File: config.mk
export PLATFORM = sky130hd
export DESIGN_NAME = wf_ctrl_mc
export DESIGN_NICKNAME = d
export VERILOG_FILES = /design/src/rtl/wf_ctrl_mc.sv
export SDC_FILE = /design/constraint.sdc
export NUM_CORES = 1
export LEC_CHECK = 0
export CAP_MARGIN = 20
export CORE_ASPECT_RATIO = 0.6
export CORE_UTILIZATION = 40
export CTS_BUF_LIST = sky130_fd_sc_hd__clkbuf_8
export CTS_CLUSTER_DIAMETER = 50
export DETAILED_ROUTE_END_ITERATION = 8
export PLACE_DENSITY_LB_ADDON = 0.12
export SLEW_MARGIN = 20
export SYNTH_ARGS = -nofsm -noshare
export SYNTH_HDL_FRONTEND = slang
export SYNTH_SLANG_ARGS = --single-unit
File: constraint.sdc
create_clock -name i_clk -period 4.2 [get_ports i_clk]
set_input_delay 0.84 -clock i_clk [delete_from_list [all_inputs] [get_ports i_clk]]
set_output_delay 0.84 -clock i_clk [all_outputs]
set_load 0.1 [all_outputs]
File: src/rtl/wf_ctrl_mc.sv
// ---------------------------------------------------------------------------
// wf_ctrl_mc -- multi-channel waveform controller
//
// Loads waveform samples from the register side into per-channel XINTF
// dual-port BRAMs and tracks how many samples each channel holds. Each
// channel runs its own IDLE/RUN/RESTART/DONE sequencer. The sequencer drives
// the WF-mode flag to the DSP and watches the DSP's samples-consumed counter
// to detect the end of the waveform.
//
// Optional feature macro: WF_LOOP_EN
//   defined   : loop replay (RESTART state) and o_wf_loop_cnt are present
//   undefined : i_wf_loop is ignored, end of waveform always goes to DONE,
//               and o_wf_loop_cnt reads 0
//
// Ports (channel c occupies bits [c*W +: W] of every per-channel bus):
//   i_clk, i_rst            clock, synchronous active-high reset
//   i_wf_write_*            one-cycle sample write (channel, address, data)
//   i_wf_clear/start/stop   per-channel control pulses
//   i_wf_loop               per-channel loop-mode level
//   i_wf_read_cnt           DSP samples-consumed counter per channel
//   o_xintf_wf_ram_*        per-channel BRAM write port (we mirrors ce)
//   o_dsp_wf_mode           WF mode flag to the DSP
//   o_wf_read_data_num      loaded sample count per channel
//   o_wf_done               one-cycle end-of-waveform pulse
//   o_wf_wr_err             sticky: a write was dropped while running
//   o_wf_loop_cnt           completed loop passes, saturating
// ---------------------------------------------------------------------------
module wf_ctrl_mc #(
  parameter int CH_NUM     = 2,
  parameter int DATA_WIDTH = 16,
  parameter int ADDR_WIDTH = 10,
  parameter int CNT_WIDTH  = 32,
  parameter int CH_W       = (CH_NUM > 1) ? $clog2(CH_NUM) : 1
) (
  input  logic                         i_clk,
  input  logic                         i_rst,
  input  logic                         i_wf_write_en,
  input  logic [CH_W-1:0]              i_wf_write_ch,
  input  logic [ADDR_WIDTH-1:0]        i_wf_write_addr,
  input  logic [DATA_WIDTH-1:0]        i_wf_write_data,
  input  logic [CH_NUM-1:0]            i_wf_clear,
  input  logic [CH_NUM-1:0]            i_wf_start,
  input  logic [CH_NUM-1:0]            i_wf_stop,
  input  logic [CH_NUM-1:0]            i_wf_loop,
  input  logic [CH_NUM*CNT_WIDTH-1:0]  i_wf_read_cnt,
  output logic [CH_NUM*ADDR_WIDTH-1:0] o_xintf_wf_ram_addr,
  output logic [CH_NUM*DATA_WIDTH-1:0] o_xintf_wf_ram_din,
  output logic [CH_NUM-1:0]            o_xintf_wf_ram_ce,
  output logic [CH_NUM-1:0]            o_xintf_wf_ram_we,
  output logic [CH_NUM-1:0]            o_dsp_wf_mode,
  output logic [CH_NUM*CNT_WIDTH-1:0]  o_wf_read_data_num,
  output logic [CH_NUM-1:0]            o_wf_done,
  output logic [CH_NUM-1:0]            o_wf_wr_err,
  output logic [CH_NUM*16-1:0]         o_wf_loop_cnt
);

  typedef enum logic [1:0] {
    ST_IDLE    = 2'd0,
    ST_RUN     = 2'd1,
    ST_RESTART = 2'd2,
    ST_DONE    = 2'd3
  } state_e;

`ifndef WF_LOOP_EN
  // Loop level has no effect in this build.
  logic unused_loop_s;
  assign unused_loop_s = ^i_wf_loop;
`endif

  for (genvar c = 0; c < CH_NUM; c++) begin : g_ch
    state_e                  state_q;
    logic                    mode_q;
    logic                    done_q;
    logic                    ce_q;
    logic [ADDR_WIDTH-1:0]   addr_q;
    logic [DATA_WIDTH-1:0]   din_q;
    logic [CNT_WIDTH-1:0]    data_num_q;
    logic                    wr_err_q;

    logic [CNT_WIDTH-1:0]    rd_cnt_s;
    logic [CNT_WIDTH-1:0]    addr_p1_s;
    logic                    wr_hit_s;
    logic                    idle_s;
    logic                    go_run_s;
    logic                    end_hit_s;

    // A write to a channel number >= CH_NUM matches no channel here, so it
    // is dropped silently without touching any error flag.
    assign wr_hit_s  = i_wf_write_en && (i_wf_write_ch == CH_W'(c));
    assign rd_cnt_s  = i_wf_read_cnt[c*CNT_WIDTH +: CNT_WIDTH];
    assign addr_p1_s = CNT_WIDTH'(i_wf_write_addr) + {{(CNT_WIDTH-1){1'b0}}, 1'b1};
    assign idle_s    = (state_q == ST_IDLE);
    assign go_run_s  = idle_s && i_wf_start[c] && !i_wf_stop[c] &&
                       (data_num_q != {CNT_WIDTH{1'b0}});
    assign end_hit_s = (state_q == ST_RUN) && !i_wf_stop[c] && (rd_cnt_s >= data_num_q);

    // Sample load path: BRAM port strobe, loaded-sample count and error flag.
    always_ff @(posedge i_clk) begin
      if (i_rst) begin
        ce_q       <= 1'b0;
        addr_q     <= {ADDR_WIDTH{1'b0}};
        din_q      <= {DATA_WIDTH{1'b0}};
        data_num_q <= {CNT_WIDTH{1'b0}};
        wr_err_q   <= 1'b0;
      end else begin
        ce_q <= 1'b0;
        if (wr_hit_s && idle_s) begin
          ce_q   <= 1'b1;
          addr_q <= i_wf_write_addr;
          din_q  <= i_wf_write_data;
          // A simultaneous clear restarts the count from this write.
          if (i_wf_clear[c] || (addr_p1_s > data_num_q)) begin
            data_num_q <= addr_p1_s;
          end
        end else if (i_wf_clear[c] && idle_s) begin
          data_num_q <= {CNT_WIDTH{1'b0}};
        end
        if (i_wf_clear[c] && idle_s) begin
          wr_err_q <= 1'b0;
        end else if (wr_hit_s && !idle_s) begin
          wr_err_q <= 1'b1;
        end
      end
    end

    // Channel sequencer with registered mode and done outputs.
    always_ff @(posedge i_clk) begin
      if (i_rst) begin
        state_q <= ST_IDLE;
        mode_q  <= 1'b0;
        done_q  <= 1'b0;
      end else begin
        done_q <= 1'b0;
        case (state_q)
          ST_IDLE: begin
            if (go_run_s) begin
              state_q <= ST_RUN;
              mode_q  <= 1'b1;
            end else begin
              mode_q  <= 1'b0;
            end
          end
          ST_RUN: begin
            if (i_wf_stop[c]) begin
              state_q <= ST_IDLE;
              mode_q  <= 1'b0;
            end else if (end_hit_s) begin
              mode_q  <= 1'b0;
`ifdef WF_LOOP_EN
              if (i_wf_loop[c]) begin
                state_q <= ST_RESTART;
              end else begin
                state_q <= ST_DONE;
                done_q  <= 1'b1;
              end
`else
              state_q <= ST_DONE;
              done_q  <= 1'b1;
`endif
            end else begin
              mode_q  <= 1'b1;
            end
          end
          ST_RESTART: begin
            // Mode stays low until the DSP has rearmed its counter; the
            // rising edge of mode then starts the next pass.
            if (i_wf_stop[c]) begin
              state_q <= ST_IDLE;
              mode_q  <= 1'b0;
            end else if (rd_cnt_s == {CNT_WIDTH{1'b0}}) begin
              state_q <= ST_RUN;
              mode_q  <= 1'b1;
            end else begin
              mode_q  <= 1'b0;
            end
          end
          ST_DONE: begin
            state_q <= ST_IDLE;
            mode_q  <= 1'b0;
          end
          default: begin
            state_q <= ST_IDLE;
            mode_q  <= 1'b0;
          end
        endcase
      end
    end

`ifdef WF_LOOP_EN
    logic [15:0] loop_cnt_q;

    // Completed-pass counter: zeroed on clear or run entry, saturating.
    always_ff @(posedge i_clk) begin
      if (i_rst) begin
        loop_cnt_q <= 16'd0;
      end else if (go_run_s || (i_wf_clear[c] && idle_s)) begin
        loop_cnt_q <= 16'd0;
      end else if (end_hit_s && i_wf_loop[c] && (loop_cnt_q != 16'hFFFF)) begin
        loop_cnt_q <= loop_cnt_q + 16'd1;
      end else begin
        loop_cnt_q <= loop_cnt_q;
      end
    end

    assign o_wf_loop_cnt[c*16 +: 16] = loop_cnt_q;
`else
    assign o_wf_loop_cnt[c*16 +: 16] = 16'd0;
`endif

    assign o_xintf_wf_ram_addr[c*ADDR_WIDTH +: ADDR_WIDTH] = addr_q;
    assign o_xintf_wf_ram_din[c*DATA_WIDTH +: DATA_WIDTH]  = din_q;
    assign o_xintf_wf_ram_ce[c]                            = ce_q;
    assign o_xintf_wf_ram_we[c]                            = ce_q;
    assign o_dsp_wf_mode[c]                                = mode_q;
    assign o_wf_read_data_num[c*CNT_WIDTH +: CNT_WIDTH]    = data_num_q;
    assign o_wf_done[c]                                    = done_q;
    assign o_wf_wr_err[c]                                  = wr_err_q;
  end

endmodule

==> flow_metrics.tcl, run 1 <==
set metrics [dict create \
    status "finished clean" \
    final-max-slew-violation-count 0 \
    yosys_warnings 0 \
    track_usage_pct 22.8 \
    path_cells "clkdlybuf4s50_1, nand2_1, nor4_1, xnor2_1, inv_1, ha_1, a21o_1, a21oi_1, o211ai_1, o21a_1, a221oi_1, buf_4, o2bb2ai_1" \
    hold_depth 2 \
    die-area_sq_um 12900 \
    syn2layout_area_growth_pct 37.5 \
    numCtsBuffers 9 \
    syn-cell-area_sq_um 4990 \
    r2r_cells 9 \
    crit_path_max_incr_delay_ps 700 \
    sw_frac_of_total_pct 46.1 \
    synth_edf_count 0 \
    power_frac_comb_pct 41.4 \
    grt_overflow_total 0 \
    power_density_nw_per_um2 362 \
    p_seq_share_pct 35.8 \
    num_vias 4760 \
    async_flop_share_pct 0 \
    fmax_ghz 0.266 \
    required_ps 4500 \
    switchingPower_mw 1.14 \
    cts_root_buffer "clkbuf_8" \
    start_util_pct 41.2 \
    numClockSinks 86 \
    ioPinCount 260 \
    ant_nets 0 \
    cts_setup_buffers 0 \
    detailed_place_hpwl_um 12000 \
    ir_drop_mv 0.161 \
    slew_headroom_pct 32.4 \
    post-place-ws_ps 89.3 \
    critPathCaptureType "flop" \
    p_int_mw 1.34 \
    pwr-share-clk_pct 22.8 \
    clk_latency_ps 370 \
    viasPerCell 4.94 \
    post-route-period-util_pct 89.5 \
    final_cell_count_no_fill 963 \
    finalCriticalPeriod_ps 3760 \
    yosysSeqAreaShare_pct 34.5 \
    synth_common_cells "118 x nand2_1, 86 x dfxtp_1, 84 x buf_4" \
    power_mw 2.48 \
    synth_area_leader_cell "dfxtp_1" \
    drtIter0Drc 299 \
    critPathLaunchType "primary input" \
    path_class "in2reg" \
    critical_path.max_fanout 11 \
    grt_pass1_wl_um 22800 \
    die_w_um 146 \
    antenna_cells 0 \
    synth_top_area_share_pct 34.5 \
    crit_cells 13 \
    setup_violations 0 \
    synth_most_common_cell "nand2_1" \
    finish.net_count 940 \
    crit_path_top_delay_cell "clkdlybuf4s50_1" \
    drive_gt1_share_pct 4.39 \
    placedCellCount 947 \
    synthTopCellsByArea "dfxtp_1 35%, buf_4 13%, ha_1 11%" \
    routabilityCongestion 0.869 \
    worst-path-buf-inv 3 \
    fin_util_pct 56.7 \
    grt_setup_unrepaired "no" \
    power.leakage_nw 2.64 \
    grt_pass1_vias 4358 \
    io_buffers 183 \
    cp.arrival_ps 4060 \
    firstDrtPassIters 4 \
    drc 0 \
    ctsHtreeMaxLevel 3 \
    syn_area_per_cell_sq_um 8.07 \
    die_h_um 88.5 \
    drt_wl_total_um 15200 \
    grt_max_degree 45 \
    rows 31 \
    setup_slack_ps 439 \
    fin_skew_ps 7.21 \
    core-area_sq_um 12100 \
    clk_pin_slew_ps 100 \
    worstMarginPinSlew_ps 1010 \
    netlist-cell-type-count 53 \
    tritoncts "built" \
    drv_cap 0 \
    tns_ps 0 \
    wire_per_inst_um 15.7 \
    worst_path_dominant_cell_family "compound AO/OA/AOI/OAI gates" \
    antenna_found_initial 0 \
    synth_seq_cells 86 \
    fill_cells 1096 \
    cts_hold_buf 0 \
    min_path_type "reg2reg" \
    yosys_most_used_dff "dfxtp_1" \
    synthCells 618 \
    post_cts_resized 0 \
    clock_path_buffers 2 \
    hold_viol 0 \
]
==> per-stage QoR <==
| stage | hold slack (ps) | area (sq um) |
|---|---|---|
| finish | 458 | 6860 |
| global route | 478 | 6860 |
| CTS | 460 | 6860 |
| detailed placement | 448 | 6670 |
| global placement | 444 | 6670 |
| floorplan | 437 | 5260 |
==> kinds of logic after synthesis <==
family          Yosys count  share of synthesized area (%)
compound gates          127                           16.1
xor+xnor                  8                           1.40
fa+ha+maj                45                           11.3
buf+inv                 143                           17.3
flops                    86                           34.5
other cells               1                         0.0752
simple gates            208                           19.3
==> worst paths after layout <==
| check | start | slack [ps] | endpoint |
|---|---|---|---|
| worst max-delay path | i_wf_write_addr[0] | 440 | g_ch[1].data_num_q[3] |
| worst min-delay path | g_ch[1].din_q[11] | 460 | g_ch[1].din_q[11] |
| worst min register to register | g_ch[1].din_q[11] | 460 | g_ch[1].din_q[11] |
| worst max register to register | g_ch[1].data_num_q[9] | 1900 | g_ch[1].data_num_q[3] |
==> layout by cell type (no fill, tap or decap), types with 2 or more instances in the layout <==
cell type | Yosys | layout
clkdlybuf4s50_1 | 0 | 182
nand2_1 | 118 | 118
dfxtp_1 | 86 | 86
conb_1 | 1 | 74
a21oi_1 | 69 | 69
ha_1 | 45 | 45
inv_1 | 36 | 36
o2bb2ai_1 | 20 | 20
nor4_1 | 19 | 19
nor2_1 | 18 | 18
nand3_1 | 12 | 12
buf_4 | 84 | 12
nor3_1 | 12 | 11
clkbuf_8 | 1 | 10
nand4_1 | 9 | 9
a211oi_1 | 6 | 6
xor2_1 | 5 | 5
o21ai_0 | 5 | 5
a21o_1 | 5 | 5
o211ai_1 | 4 | 4
xnor2_1 | 3 | 3
nor2b_1 | 3 | 3
nand2b_1 | 3 | 3
inv_6 | 0 | 3
or4_1 | 2 | 2
and4_1 | 2 | 2
o311ai_1 | 2 | 2
a32oi_1 | 2 | 2
inv_2 | 2 | 2
and3b_1 | 2 | 2
o21ai_1 | 2 | 2
clkinv_4 | 0 | 2
==> layout make-up <==
cell class                 count  area (sq um)  area share (%)
timing repair buffer         195          1920            27.9
tap                          165           206            3.01
sequential                    86          1720            25.1
clock inverter                 6          51.3           0.748
multi-input combinational    462          2680            39.1
inverter                      39           146            2.13
clock buffer                  10           138            2.01
==> flip-flops by register name, summed over array words and instances (netlist names) <==
register and count:
g_ch.addr_q 20, g_ch.done_q 2, g_ch.wr_err_q 2, g_ch.data_num_q 22
g_ch.din_q 32, g_ch.mode_q 2, g_ch.ce_q 2, g_ch.state_q 4
==> metal layers <==
metal	vias up	GRT usage [%]	wire [um]	share of wire (%)
met3	10	6.13	1140	7.5
met1	2209	31.6	7150	47
met4	0	5.21	97	0.64
li1	2336	-	-	-
met2	205	35.5	6780	45
met5	-	0	0	0
==> worst reg2reg max path: stages (launching register included) <==
cell	delay, ps
dfxtp_1	420
inv_1	110
ha_1	320
a21o_1	170
a21oi_1	190
o211ai_1	120
o21a_1	210
a221oi_1	310
buf_4	250
o2bb2ai_1	130
==> power by group through the flow <==
stage	Sequential [mW]	Combinational (mW)	Clock (mW)
finish	0.888	1.03	0.567
global route	0.894	1.08	0.620
CTS	0.888	1.03	0.578
detailed placement	0.906	1.02	0
global placement	0.905	1.01	0
floorplan	1.16	0.562	0
No activity file was read; power rests on OpenSTA's default activity.
==> run 2, diff against run 1 <==
- ABC_CLOCK_PERIOD_IN_PS: not set -> 4200
- HOLD_SLACK_MARGIN: not set -> 0.15
==> results of run 2 <==
No change in the layout: final DEF, timing and power equal those of run 1.
==> run 3, diff against run 2 <==
- CORE_MARGIN: not set -> 2
- SETUP_SLACK_MARGIN: not set -> 0.3
==> run 3 against run 2 <==
Combinational power about the same. Design area up 0.86%. Via count down 0.19%. Setup slack improved by 23 ps. Sequential power about the same. Critical path type unchanged. Critical endpoint is now g_ch[0].data_num_q[0]. Largest cell class unchanged.
==> flow_metrics.tcl, run 3 (synthesized netlist as in run 1, its figures left out) <==
set metrics [dict create \
    status "finished clean" \
    post-route-period-util_pct 89.0 \
    p_seq_share_pct 34.8 \
    power_mw 2.55 \
    pwr-share-clk_pct 24.9 \
    sw_frac_of_total_pct 45.0 \
    regMostFlops "g_ch.din_q" \
    grt_pass1_vias 4599 \
    hold_viol 0 \
    drive_gt1_share_pct 5.12 \
    die-area_sq_um 13400 \
    die_h_um 90.5 \
    routabilityCongestion 0.827 \
    clk_latency_ps 360 \
    path_class "in2reg" \
    power_density_nw_per_um2 368 \
    finish.net_count 943 \
    cts_root_buffer "clkbuf_8" \
    io_buffers 183 \
    grt_max_degree 48 \
    track_usage_pct 21.7 \
    cp.arrival_ps 4030 \
    largest_register_ffs 32 \
    layout_common_cells "182 x clkdlybuf4s50_1, 118 x nand2_1, 86 x dfxtp_1" \
    finalCriticalPeriod_ps 3740 \
    grt_overflow_total 0 \
    ir_drop_mv 0.149 \
    viasPerCell 4.92 \
    antenna_cells 0 \
    critPathCaptureType "flop" \
    critical_path.max_fanout 9 \
    clock_path_buffers 2 \
    crit_path_top_delay_cell "clkdlybuf4s50_1" \
    start_util_pct 41.2 \
    clk_pin_slew_ps 100 \
    drc 0 \
    crit_path_max_incr_delay_ps 600 \
    drtIter0Drc 218 \
    min_path_type "reg2reg" \
    core-area_sq_um 12100 \
    fill_cells 1107 \
    path_cells "clkdlybuf4s50_1, nand3_1, nor2_1, nand4_1, xor2_1, inv_1, ha_1, nand4_1, or3_1, nand3_1, a21o_1, and3b_2, o2bb2ai_1" \
    power.leakage_nw 2.67 \
    worst_path_dominant_cell_family "simple AND/OR/NAND/NOR gates" \
    num_vias 4751 \
    drt_wl_total_um 15000 \
    worstMarginPinSlew_ps 1010 \
    tritoncts "built" \
    syn2layout_area_growth_pct 38.7 \
    die_w_um 148 \
    numCtsBuffers 9 \
    ioPinCount 260 \
    required_ps 4490 \
    fmax_ghz 0.268 \
    ctsHtreeMaxLevel 3 \
    worst-path-buf-inv 2 \
    critPathLaunchType "primary input" \
    fin_skew_ps 8.16 \
    detailed_place_hpwl_um 12100 \
    final-max-slew-violation-count 0 \
    setup_violations 0 \
    grt_pass1_wl_um 23300 \
    antenna_found_initial 0 \
    ant_nets 0 \
    top_regs "g_ch.din_q: 32 flops, g_ch.data_num_q: 22 flops, g_ch.addr_q: 20 flops" \
    p_int_mw 1.40 \
    wire_per_inst_um 15.6 \
    numClockSinks 86 \
    drv_cap 0 \
    slew_headroom_pct 32.3 \
    firstDrtPassIters 5 \
    switchingPower_mw 1.15 \
    tns_ps 0 \
    final_common_cell "clkdlybuf4s50_1" \
    rows 31 \
    grt_setup_unrepaired "yes" \
    power_frac_comb_pct 40.3 \
]
run 3: metrics by stage:
| stage | area (sq um) | utilization [%] | cells | worst slack, ps | hold slack, ps |
|---|---|---|---|---|---|
| 6_report | 6920 | 57.2 | 966 | 462 | 458 |
| 5_1_grt | 6920 | 57.2 | 966 | 278 | 476 |
| 4_1_cts | 6910 | 57.1 | 966 | 455 | 460 |
| 3_5_place_dp | 6700 | 55.3 | 950 | 73.8 | 447 |
| 3_3_place_gp | 6700 | 55.3 | 950 | 277 | 442 |
| 2_1_floorplan | 5260 | - | 691 | 1090 | 437 |
run 3: power by group through the flow:
| stage | Clock [mW] | Combinational, mW | Sequential, mW |
|---|---|---|---|
| 2_1_floorplan | 0 | 0.562 | 1.16 |
| 3_3_place_gp | 0 | 1.01 | 0.905 |
| 3_5_place_dp | 0 | 1.02 | 0.907 |
| 4_1_cts | 0.649 | 1.03 | 0.888 |
| 5_1_grt | 0.682 | 1.08 | 0.894 |
| 6_report | 0.635 | 1.03 | 0.888 |
run 3: repair_timing:
action,4_1_cts,5_1_grt
endpoints found under the setup margin,0,20
setup buffers,0,0
hold buffers,0,0
gates resized for setup,0,3
hold endpoints to repair,0,0
run 3: final timing paths:
path,slack (ps),endpoint,startpoint,depth (start not counted)
hold reg to reg,460,g_ch[0].din_q[9],g_ch[0].din_q[9],2
setup / recovery,460,g_ch[0].data_num_q[0],i_wf_write_addr[3],13
hold / removal,460,g_ch[0].din_q[9],g_ch[0].din_q[9],2
setup reg to reg,1960,g_ch[1].data_num_q[1],g_ch[1].data_num_q[9],9
run 3: worst reg2reg max path, stage by stage (launching register included):
cell and delay [ps]:
dfxtp_1 430, inv_1 110, ha_1 320, a21o_1 160
a21oi_1 200, o211ai_1 120, o21a_1 210, a221oi_1 270
buf_4 240, o2bb2ai_1 130
run 3: final cells by class:
class	count	area (sq um)	area share, %
timing repair buffer	198	1940	28.0
inverter	39	146	2.12
tap	165	206	2.98
clock inverter	6	77.6	1.12
multi-input combinational	462	2690	38.9
sequential	86	1720	24.9
clock buffer	10	138	1.99
run 3: per-layer routing:
layer	track usage [%]	share of wire, %	vias up
met2	34.7	44	195
met3	6.16	8.4	16
met5	0	0	-
met4	4.92	1.2	0
li1	-	-	2338
met1	29.0	46	2202
